**src/rtl/aes_hpc_word_loader_pkg.sv**
```systemverilog
// Shared encodings and packet-length helpers for the masked AES word loader.
package aes_hpc_word_loader_pkg;

    typedef enum logic [1:0] {
        CMD_PT   = 2'b00,
        CMD_KEY  = 2'b01,
        CMD_SEED = 2'b10,
        CMD_BAD  = 2'b11
    } cmd_t;

    typedef enum logic [2:0] {
        ST_IDLE,
        ST_LOAD_PT,
        ST_LOAD_KEY,
        ST_LOAD_SEED,
        ST_SEND_AES,
        ST_SEND_SEED,
        ST_DRAIN
    } state_t;

    localparam int SEED_W = 80;

    function automatic int pw_words(input int shares);
        return 4 * shares;
    endfunction

    function automatic int kw_words(input int shares);
        return 8 * shares;
    endfunction

    function automatic int sw_words();
        return 3;
    endfunction

endpackage

```
**src/rtl/aes_hpc_word_loader_word_slot_reg.sv**
```systemverilog
// Word-addressed register of WIDTH bits, written 32 bits at a time; the top word
// may be partial, in which case the upper bits of the written word are dropped.
module aes_hpc_word_loader_word_slot_reg #(
    parameter int WIDTH = 128,
    parameter int IW    = 4
) (
    input  logic             clk_i,
    input  logic             rst_i,
    input  logic             we_i,
    input  logic [IW-1:0]    idx_i,
    input  logic [31:0]      wdata_i,
    output logic [WIDTH-1:0] q_o
);

    localparam int NW = (WIDTH + 31) / 32;

    for (genvar w = 0; w < NW; w++) begin : g_word
        localparam int LO = 32 * w;
        localparam int BW = ((WIDTH - LO) < 32) ? (WIDTH - LO) : 32;

        logic [BW-1:0] word_q;

        always_ff @(posedge clk_i) begin
            if (rst_i) begin
                word_q <= '0;
            end else if (we_i && (idx_i == IW'(w))) begin
                word_q <= wdata_i[BW-1:0];
            end
        end

        assign q_o[LO +: BW] = word_q;
    end

endmodule

```
**src/rtl/aes_hpc_word_loader.sv**
```systemverilog
// Assembles a 32-bit word stream into shared plaintext, retained shared key and
// PRNG seed, and hands them to the AES core and PRNG over valid/ready.
module aes_hpc_word_loader
    import aes_hpc_word_loader_pkg::*;
#(
    parameter int d = 2
) (
    input  logic               clk,
    input  logic               rst,
    input  logic [31:0]        s_data,
    input  logic [1:0]         s_cmd,
    input  logic               s_inverse,
    input  logic               s_valid,
    output logic               s_ready,
    output logic [128*d-1:0]   aes_shares_plaintext,
    output logic [256*d-1:0]   aes_shares_key,
    output logic               aes_inverse,
    output logic               aes_valid,
    input  logic               aes_ready,
    output logic [SEED_W-1:0]  seed,
    output logic               seed_valid,
    input  logic               seed_ready,
    output logic               key_loaded,
    output logic               err
);

    localparam int PWN = pw_words(d);
    localparam int KWN = kw_words(d);
    localparam int SWN = sw_words();
    localparam int CW  = $clog2(8 * d + 1);

    state_t        state_q;
    logic [CW-1:0] cnt_q;
    logic          s_ready_q;
    logic          aes_valid_q;
    logic          seed_valid_q;
    logic          key_loaded_q;
    logic          err_q;
    logic          inverse_q;

    cmd_t cmd_in;
    logic hs;
    logic in_idle;
    logic pt_we;
    logic key_we;
    logic seed_we;
    logic pt_last;
    logic key_last;
    logic seed_last;

    assign cmd_in  = cmd_t'(s_cmd);
    assign hs      = s_valid & s_ready_q;
    assign in_idle = (state_q == ST_IDLE);

    // The first word is written in IDLE where cnt is 0, so cnt is always the word index.
    assign pt_we   = hs & ((in_idle & (cmd_in == CMD_PT))   | (state_q == ST_LOAD_PT));
    assign key_we  = hs & ((in_idle & (cmd_in == CMD_KEY))  | (state_q == ST_LOAD_KEY));
    assign seed_we = hs & ((in_idle & (cmd_in == CMD_SEED)) | (state_q == ST_LOAD_SEED));

    assign pt_last   = (cnt_q == CW'(PWN - 1));
    assign key_last  = (cnt_q == CW'(KWN - 1));
    assign seed_last = (cnt_q == CW'(SWN - 1));

    aes_hpc_word_loader_word_slot_reg #(
        .WIDTH (32 * PWN),
        .IW    (CW)
    ) u_pt_slot (
        .clk_i   (clk),
        .rst_i   (rst),
        .we_i    (pt_we),
        .idx_i   (cnt_q),
        .wdata_i (s_data),
        .q_o     (aes_shares_plaintext)
    );

    aes_hpc_word_loader_word_slot_reg #(
        .WIDTH (32 * KWN),
        .IW    (CW)
    ) u_key_slot (
        .clk_i   (clk),
        .rst_i   (rst),
        .we_i    (key_we),
        .idx_i   (cnt_q),
        .wdata_i (s_data),
        .q_o     (aes_shares_key)
    );

    aes_hpc_word_loader_word_slot_reg #(
        .WIDTH (SEED_W),
        .IW    (CW)
    ) u_seed_slot (
        .clk_i   (clk),
        .rst_i   (rst),
        .we_i    (seed_we),
        .idx_i   (cnt_q),
        .wdata_i (s_data),
        .q_o     (seed)
    );

    always_ff @(posedge clk) begin
        if (rst) begin
            state_q      <= ST_IDLE;
            cnt_q        <= '0;
            s_ready_q    <= 1'b1;
            aes_valid_q  <= 1'b0;
            seed_valid_q <= 1'b0;
            key_loaded_q <= 1'b0;
            err_q        <= 1'b0;
            inverse_q    <= 1'b0;
        end else begin
            err_q <= 1'b0;
            case (state_q)
                ST_IDLE: begin
                    if (hs) begin
                        cnt_q <= CW'(1);
                        case (cmd_in)
                            CMD_PT: begin
                                state_q   <= ST_LOAD_PT;
                                inverse_q <= s_inverse;
                            end
                            CMD_KEY: begin
                                state_q      <= ST_LOAD_KEY;
                                key_loaded_q <= 1'b0;
                            end
                            CMD_SEED: begin
                                state_q <= ST_LOAD_SEED;
                            end
                            default: begin
                                err_q <= 1'b1;
                                cnt_q <= '0;
                            end
                        endcase
                    end
                end
                ST_LOAD_PT: begin
                    if (hs) begin
                        if (pt_last) begin
                            cnt_q <= '0;
                            if (key_loaded_q) begin
                                state_q     <= ST_SEND_AES;
                                s_ready_q   <= 1'b0;
                                aes_valid_q <= 1'b1;
                            end else begin
                                state_q <= ST_IDLE;
                                err_q   <= 1'b1;
                            end
                        end else begin
                            cnt_q <= cnt_q + 1'b1;
                        end
                    end
                end
                ST_LOAD_KEY: begin
                    if (hs) begin
                        if (key_last) begin
                            cnt_q        <= '0;
                            state_q      <= ST_IDLE;
                            key_loaded_q <= 1'b1;
                        end else begin
                            cnt_q <= cnt_q + 1'b1;
                        end
                    end
                end
                ST_LOAD_SEED: begin
                    if (hs) begin
                        if (seed_last) begin
                            cnt_q        <= '0;
                            state_q      <= ST_SEND_SEED;
                            s_ready_q    <= 1'b0;
                            seed_valid_q <= 1'b1;
                        end else begin
                            cnt_q <= cnt_q + 1'b1;
                        end
                    end
                end
                ST_SEND_AES: begin
                    if (aes_ready) begin
                        state_q     <= ST_IDLE;
                        s_ready_q   <= 1'b1;
                        aes_valid_q <= 1'b0;
                    end
                end
                ST_SEND_SEED: begin
                    if (seed_ready) begin
                        state_q      <= ST_IDLE;
                        s_ready_q    <= 1'b1;
                        seed_valid_q <= 1'b0;
                    end
                end
                default: begin
                    // Unreachable encodings recover to an empty, accepting loader.
                    state_q      <= ST_IDLE;
                    cnt_q        <= '0;
                    s_ready_q    <= 1'b1;
                    aes_valid_q  <= 1'b0;
                    seed_valid_q <= 1'b0;
                end
            endcase
        end
    end

    assign s_ready     = s_ready_q;
    assign aes_valid   = aes_valid_q;
    assign seed_valid  = seed_valid_q;
    assign key_loaded  = key_loaded_q;
    assign err         = err_q;
    assign aes_inverse = inverse_q;

endmodule

```
**config.mk**
```make
export PLATFORM = sky130hd
export DESIGN_NAME = aes_hpc_word_loader
export DESIGN_NICKNAME = d
export VERILOG_FILES = /design/src/rtl/aes_hpc_word_loader_pkg.sv /design/src/rtl/aes_hpc_word_loader_word_slot_reg.sv /design/src/rtl/aes_hpc_word_loader.sv
export SDC_FILE = /design/constraint.sdc
export NUM_CORES = 2
export LEC_CHECK = 0
export ABC_CLOCK_PERIOD_IN_PS = 5400
export CORE_AREA = 3 3 346 348
export CTS_BUF_LIST = sky130_fd_sc_hd__clkbuf_8
export DETAILED_ROUTE_END_ITERATION = 16
export DIE_AREA = 0 0 349 351
export PLACE_DENSITY = 0.51
export SYNTH_ARGS = -nofsm -noshare
export SYNTH_HDL_FRONTEND = slang
export SYNTH_SLANG_ARGS = --single-unit
```
**constraint.sdc**
```tcl
create_clock -name clk -period 5.4 [get_ports clk]
set_clock_uncertainty 0.05 [all_clocks]
set_input_delay 1.08 -clock clk [delete_from_list [all_inputs] [get_ports clk]]
set_output_delay 1.08 -clock clk [all_outputs]
set_load 0.02 [all_outputs]
```
Word-level counts from Yosys, hierarchy flattened
Index checks and enable logic that the tools add are counted.

Add/sub/neg operators: 1. Equal/unequal tests: 34. Mux-type cells: 49. Bitwise gates (word level): 14. Reductions and logical operators: 43.

Operator list (count): equality test 5 x 4 -> 1 bit, second input constant (8); 2-to-1 mux 5 bit (7); 2-to-1 mux 3 bit (10); logical AND 1 bit (27); one-hot mux 5 bit (5 select lines) (1); 2-to-1 mux 1 bit (24); equality test 5 x 3 -> 1 bit, second input constant (4); inequality test 2 bit, second input constant (10); one-hot mux 3 bit (6 select lines) (1); AND reduction 5 bit (3); equality test 5 x 2 -> 1 bit, second input constant (2); AND reduction 10 bit (1); one-hot mux 3 bit (3 select lines) (1); AND reduction 8 bit (1); OR reduction 4 bit (2); AND 1 bit (7); equality test 3 x 2 -> 1 bit, second input constant (2); equality test 3 bit, second input constant (2); one-hot mux 1 bit (3 select lines) (2); adder 5 x 1 -> 5 bit, second input constant (1); equality test 5 x 1 -> 1 bit, second input constant (1); zero test 5 bit (1); one-hot mux 1 bit (5 select lines) (1); inequality test 4 x 1 -> 1 bit, second input constant (1); other kinds (14) (21).

Register bits after elaboration: 862. Input bits: 40. Output and inout port bits: 854. Logic and storage cells: 176.

Logic depth before layout (Yosys ltp)
Depth after elaboration: 5. Mapped depth: 10. Mapped depth without buffers: 7.

Modules after synthesis
From an unflattened synthesis, not the netlist that was laid out.

Cells, all modules: 3100. Area total of the unflattened synthesis: 34271.6 um^2.

Modules (own cells, without submodules): aes_hpc_word_loader_word_slot_reg (u_key_slot) (instances 1, cells an instance 1772, area each 19907.8 um^2, seq. area each 10249.8 um^2); aes_hpc_word_loader_word_slot_reg (u_pt_slot) (instances 1, cells an instance 904, area each 10060.9 um^2, seq. area each 5124.9 um^2); aes_hpc_word_loader_word_slot_reg (u_seed_slot) (instances 1, cells an instance 300, area each 3299.4 um^2, seq. area each 1601.5 um^2); aes_hpc_word_loader (instances 1, cells an instance 124, area each 1003.5 um^2, seq. area each 280.3 um^2).

Least setup slack after synthesis
No wires, ideal clock.

Path kind: input -> register. From: input port s_cmd[0]. To: register u_seed_slot.g_word[2].word_q[6]. Library setup time: 0.128 ns. Arrival: 2.699 ns. Required time: 5.222 ns. Path slack: 2.524 ns. Cell stages on the path: 9. Path buffers: 2. Cells stage by stage: inv_1 > ha_1 > or3b_2 > a21oi_2 > and3_1 > buf_2 > buf_4 > mux2i_1 > nor2_1.

Cells in the longest elaborated chain, start to end: 5.

RTL lines: start: declaration (line aes_hpc_word_loader.sv:11) `input logic [1:0] s_cmd,`; equality test 2 bit (line aes_hpc_word_loader.sv:58) `assign seed_we = hs & ((in_idle & (cmd_in == CMD_SEED)) | (state_q == ST_LOAD_SEED));`; AND 1 bit (line aes_hpc_word_loader.sv:58); OR 1 bit (line aes_hpc_word_loader.sv:58); AND 1 bit (line aes_hpc_word_loader.sv:58); logical AND 1 bit (line aes_hpc_word_loader_word_slot_reg.sv:26) `end else if (we_i && (idx_i == IW'(w))) begin`; end signal: assignment (line aes_hpc_word_loader_word_slot_reg.sv:27) `word_q <= wdata_i[BW-1:0];`; end: declaration (line aes_hpc_word_loader_word_slot_reg.sv:21) `logic [BW-1:0] word_q;`.

No other way between the ends. A chain may end at the register's enable or synchronous reset.

Worst setup path in the final report
From: input port s_valid. To: register u_pt_slot.g_word[5].word_q[25].

Cells in the longest elaborated chain, start to end: 3.

RTL lines: start: declaration (line aes_hpc_word_loader.sv:13) `input logic s_valid,`; AND 1 bit (line aes_hpc_word_loader.sv:52) `assign hs = s_valid & s_ready_q;`; AND 1 bit (line aes_hpc_word_loader.sv:56) `assign pt_we = hs & ((in_idle & (cmd_in == CMD_PT)) | (state_q == ST_LOAD_PT));`; logical AND 1 bit (line aes_hpc_word_loader_word_slot_reg.sv:26); end signal: assignment (line aes_hpc_word_loader_word_slot_reg.sv:27); end: declaration (line aes_hpc_word_loader_word_slot_reg.sv:21).

No other way between the ends.

==> metrics.yaml <==
chipWidth_microns: 349
tritoncts: "yes"
antenna_violations_before_repair: 16
final.setup.worst_slack_ps: 1756
wire_per_inst_microns: 24.62
synthArstFlopShare: 0
cap_viol_max_count: 0
numClockSinks: 862
crit_fanout: 32
finalSetupViolCount: 0
critPathArrivalTime_ps: 4260
multi_input_comb_area_sq_um: 11690
grt_util_all_layers: 0.2420
switching_share: 0.2681
ctsRootBufferMaster: "sky130_fd_sc_hd__clkbuf_8"
holdCritPathClass: "flop to flop"
synth_warnings: 0
cp_slowest_cell: "sky130_fd_sc_hd__nand3_2"
row_count: 125
synth_cell_types: 50
maximum_buffer_depth_of_the_clock_tree: 3
post-layout-total-power_w: 0.01341
utilization: 0.3718
grt_first_pass_wirelength_microns: 213500
cts_hold_buf: 0
synth_enable_flop_cells: 0
dpl-instance-area_sq_um: 40360
placed_wire_length_estimate_microns: 98190
cts_clk_pin_slew_worst_paths_ps: 60
outcome: "complete, no violations"
share_clk_of_total_power: 0.450
synth-seq-cells: 862
grt_overflow: 0
io_pins: 894
finalWirelength_microns: 155600
nets: 4733
drt-initial-drc-count: 2755
pre_cts_slack_ps: 938.2
fmax_mhz: 274.4
layout.cells.most_common: "sky130_fd_sc_hd__nand2_1"
netlist_top_cells_area: "sky130_fd_sc_hd__dfxtp_1, sky130_fd_sc_hd__nand2_1, sky130_fd_sc_hd__a21oi_1"
syn2layout_area_growth_pct: 42.37
placeableCoreArea_sq_um: 116500
postSynth.topFlopCell: "sky130_fd_sc_hd__dfxtp_1"
mappedNetlistArea_sq_um: 30430
power.share.combinational: 0.068
critical_path.max_stage_delay_ps: 840
design.die.area_sq_um: 122500
fp.dieH_microns: 351
avgViaCountPerCell: 4.726
ctsHtreeMaxLevel: 4
timing.critical_path.required_ps: 6010
antenna_left: 0
vias: 29860
period_minus_slack_ps: 3644
worst_setup_path_end_kind: "flop"
synth.net_count: 3982
number_of_cells_produced_by_synthesis: 3933
p_per_area_nw_per_um2: 309.5
cts_inserted_buffers: 158
cts_resized: 0
use_met1: 0.3017
final_layout_size_suffix_gt1_frac: 0.07259
share_seq_of_total_power: 0.483
final_hold_viol_count: 0
period_share: 0.6748
tns_ps: 0
worstPathCellList: "clkdlybuf4s50_1 > nand3b_1 > nor3_2 > buf_4 > nand3_2 > nand2_1 > a21oi_1"
initial_core_util: 0.2612
grt.busiest_layer: "met2"
grt.met2_usage: 0.4004
syn_avg_cell_area_sq_um: 7.737
power_report.internal_total_w: 0.009812
gr-usage-met3: 0.06141
firstDrtPassIters: 6
tightestPinTransition_ps: 1158
gp_congestion: 0.8077
grt_start_max_net_pins: 143
most-common-layout-cells: "sky130_fd_sc_hd__nand2_1, sky130_fd_sc_hd__dfxtp_1, sky130_fd_sc_hd__clkdlybuf4s50_1"
worst_slew_margin_rel: 0.2282
fin_area_sq_um: 43320
drc: 0
yosysTopAreaCellShare: 0.5671
io_buffer_count: 893
clkLatencyLatePin_ps: 830
grt_pass1_vias: 27270
cts_post_setup_buffers_inserted: 0
switchingPower_w: 0.003594
peak_supply_drop_mv: 0.1745
fill_cells: 12070
grt_setup_unrepaired: "no"
slew_violations: 0
critical_path.startpoint_type: "input pin"
synth_sequential_area_ratio: 0.5671
yosys.area.top_type: "sky130_fd_sc_hd__dfxtp_1"
reg_area_sq_um: 17260
worstSetupPathType: "input pin to flop"
power.leakage_nw: 14.31
## per-stage QoR
stage	instances	hold slack, ps
5_1_grt	6319	415.9
2_1_floorplan	3933	436.5
4_1_cts	6318	402.8
6_report	6319	400.6
3_5_place_dp	6048	395.3
3_3_place_gp	6048	390.0
## path summary, 6_finish.rpt
check	startpoint	endpoint	slack (ps)	depth (start not counted)
worst min register to register	u_key_slot.g_word[1].word_q[3]	u_key_slot.g_word[1].word_q[3]	400	2
worst max-delay path	s_valid	u_pt_slot.g_word[5].word_q[25]	1760	7
worst max register to register	state_q[2]	u_pt_slot.g_word[5].word_q[25]	2060	6
worst min-delay path	u_key_slot.g_word[1].word_q[3]	u_key_slot.g_word[1].word_q[3]	400	2
## layer usage
layer / routed length (microns) / up-vias
met5: 0 / -
met4: 5899 / 0
met3: 12000 / 266
met2: 73840 / 1280
met1: 63820 / 14260
li1: - / 14060
## final cells by class
cell class / count / area share
Sequential cell: 862 / 0.3983
Multi-Input combinational cell: 2674 / 0.2698
Timing Repair Buffer: 978 / 0.2186
Clock buffer: 180 / 0.05718
Tap cell: 1524 / 0.04401
Clock inverter: 90 / 0.01112
Inverter: 10 / 0.0008664
Antenna cell: 1 / 0.00005776
## sequential cells by signal, summed over array words and instances, names as in the netlist, 3 cells and up
signal                     count
u_key_slot.g_word.word_q     512
u_seed_slot.g_word.word_q     80
state_q                        3
u_pt_slot.g_word.word_q      256
cnt_q                          5
## synth_stat cells, drive strengths merged, types with 2 or more instances
cell and instances:
a21oi 839, nor2 33, nand2b 2, dfxtp 862
ha 9, inv 9, nor4 6, and2 8
nor3 6, a211oi 2, and3 15, nand2 1680
buf 68, a221oi 2, o211ai 2, nand3 22
mux2i 19, clkbuf 319, o21ai 8
## power groups by stage
stage | Combinational (W) | Clock (W) | Sequential (W)
floorplan | 0.000359 | 0 | 0.00667
global placement | 0.000910 | 0 | 0.00661
detailed placement | 0.000913 | 0 | 0.00661
CTS | 0.000914 | 0.00619 | 0.00647
global route | 0.000949 | 0.00647 | 0.00648
finish | 0.000907 | 0.00603 | 0.00647
## critical path: cells and delay by family
family / cells / cell delay [ps]
simple gates: 4 / 2240
compound gates: 1 / 90
buf+inv: 2 / 800
## cells by family after synthesis
kind of cell	share of synthesized area
xor gates and xnor gates	0.0002879
DFF	0.5671
and+or+nand+nor	0.2252
buffers and inverters	0.05267
AOI/OAI and AO/OA	0.1447
adders and majority gates	0.003701
muxes	0.006373
No activity file was read; power rests on OpenSTA's default activity.
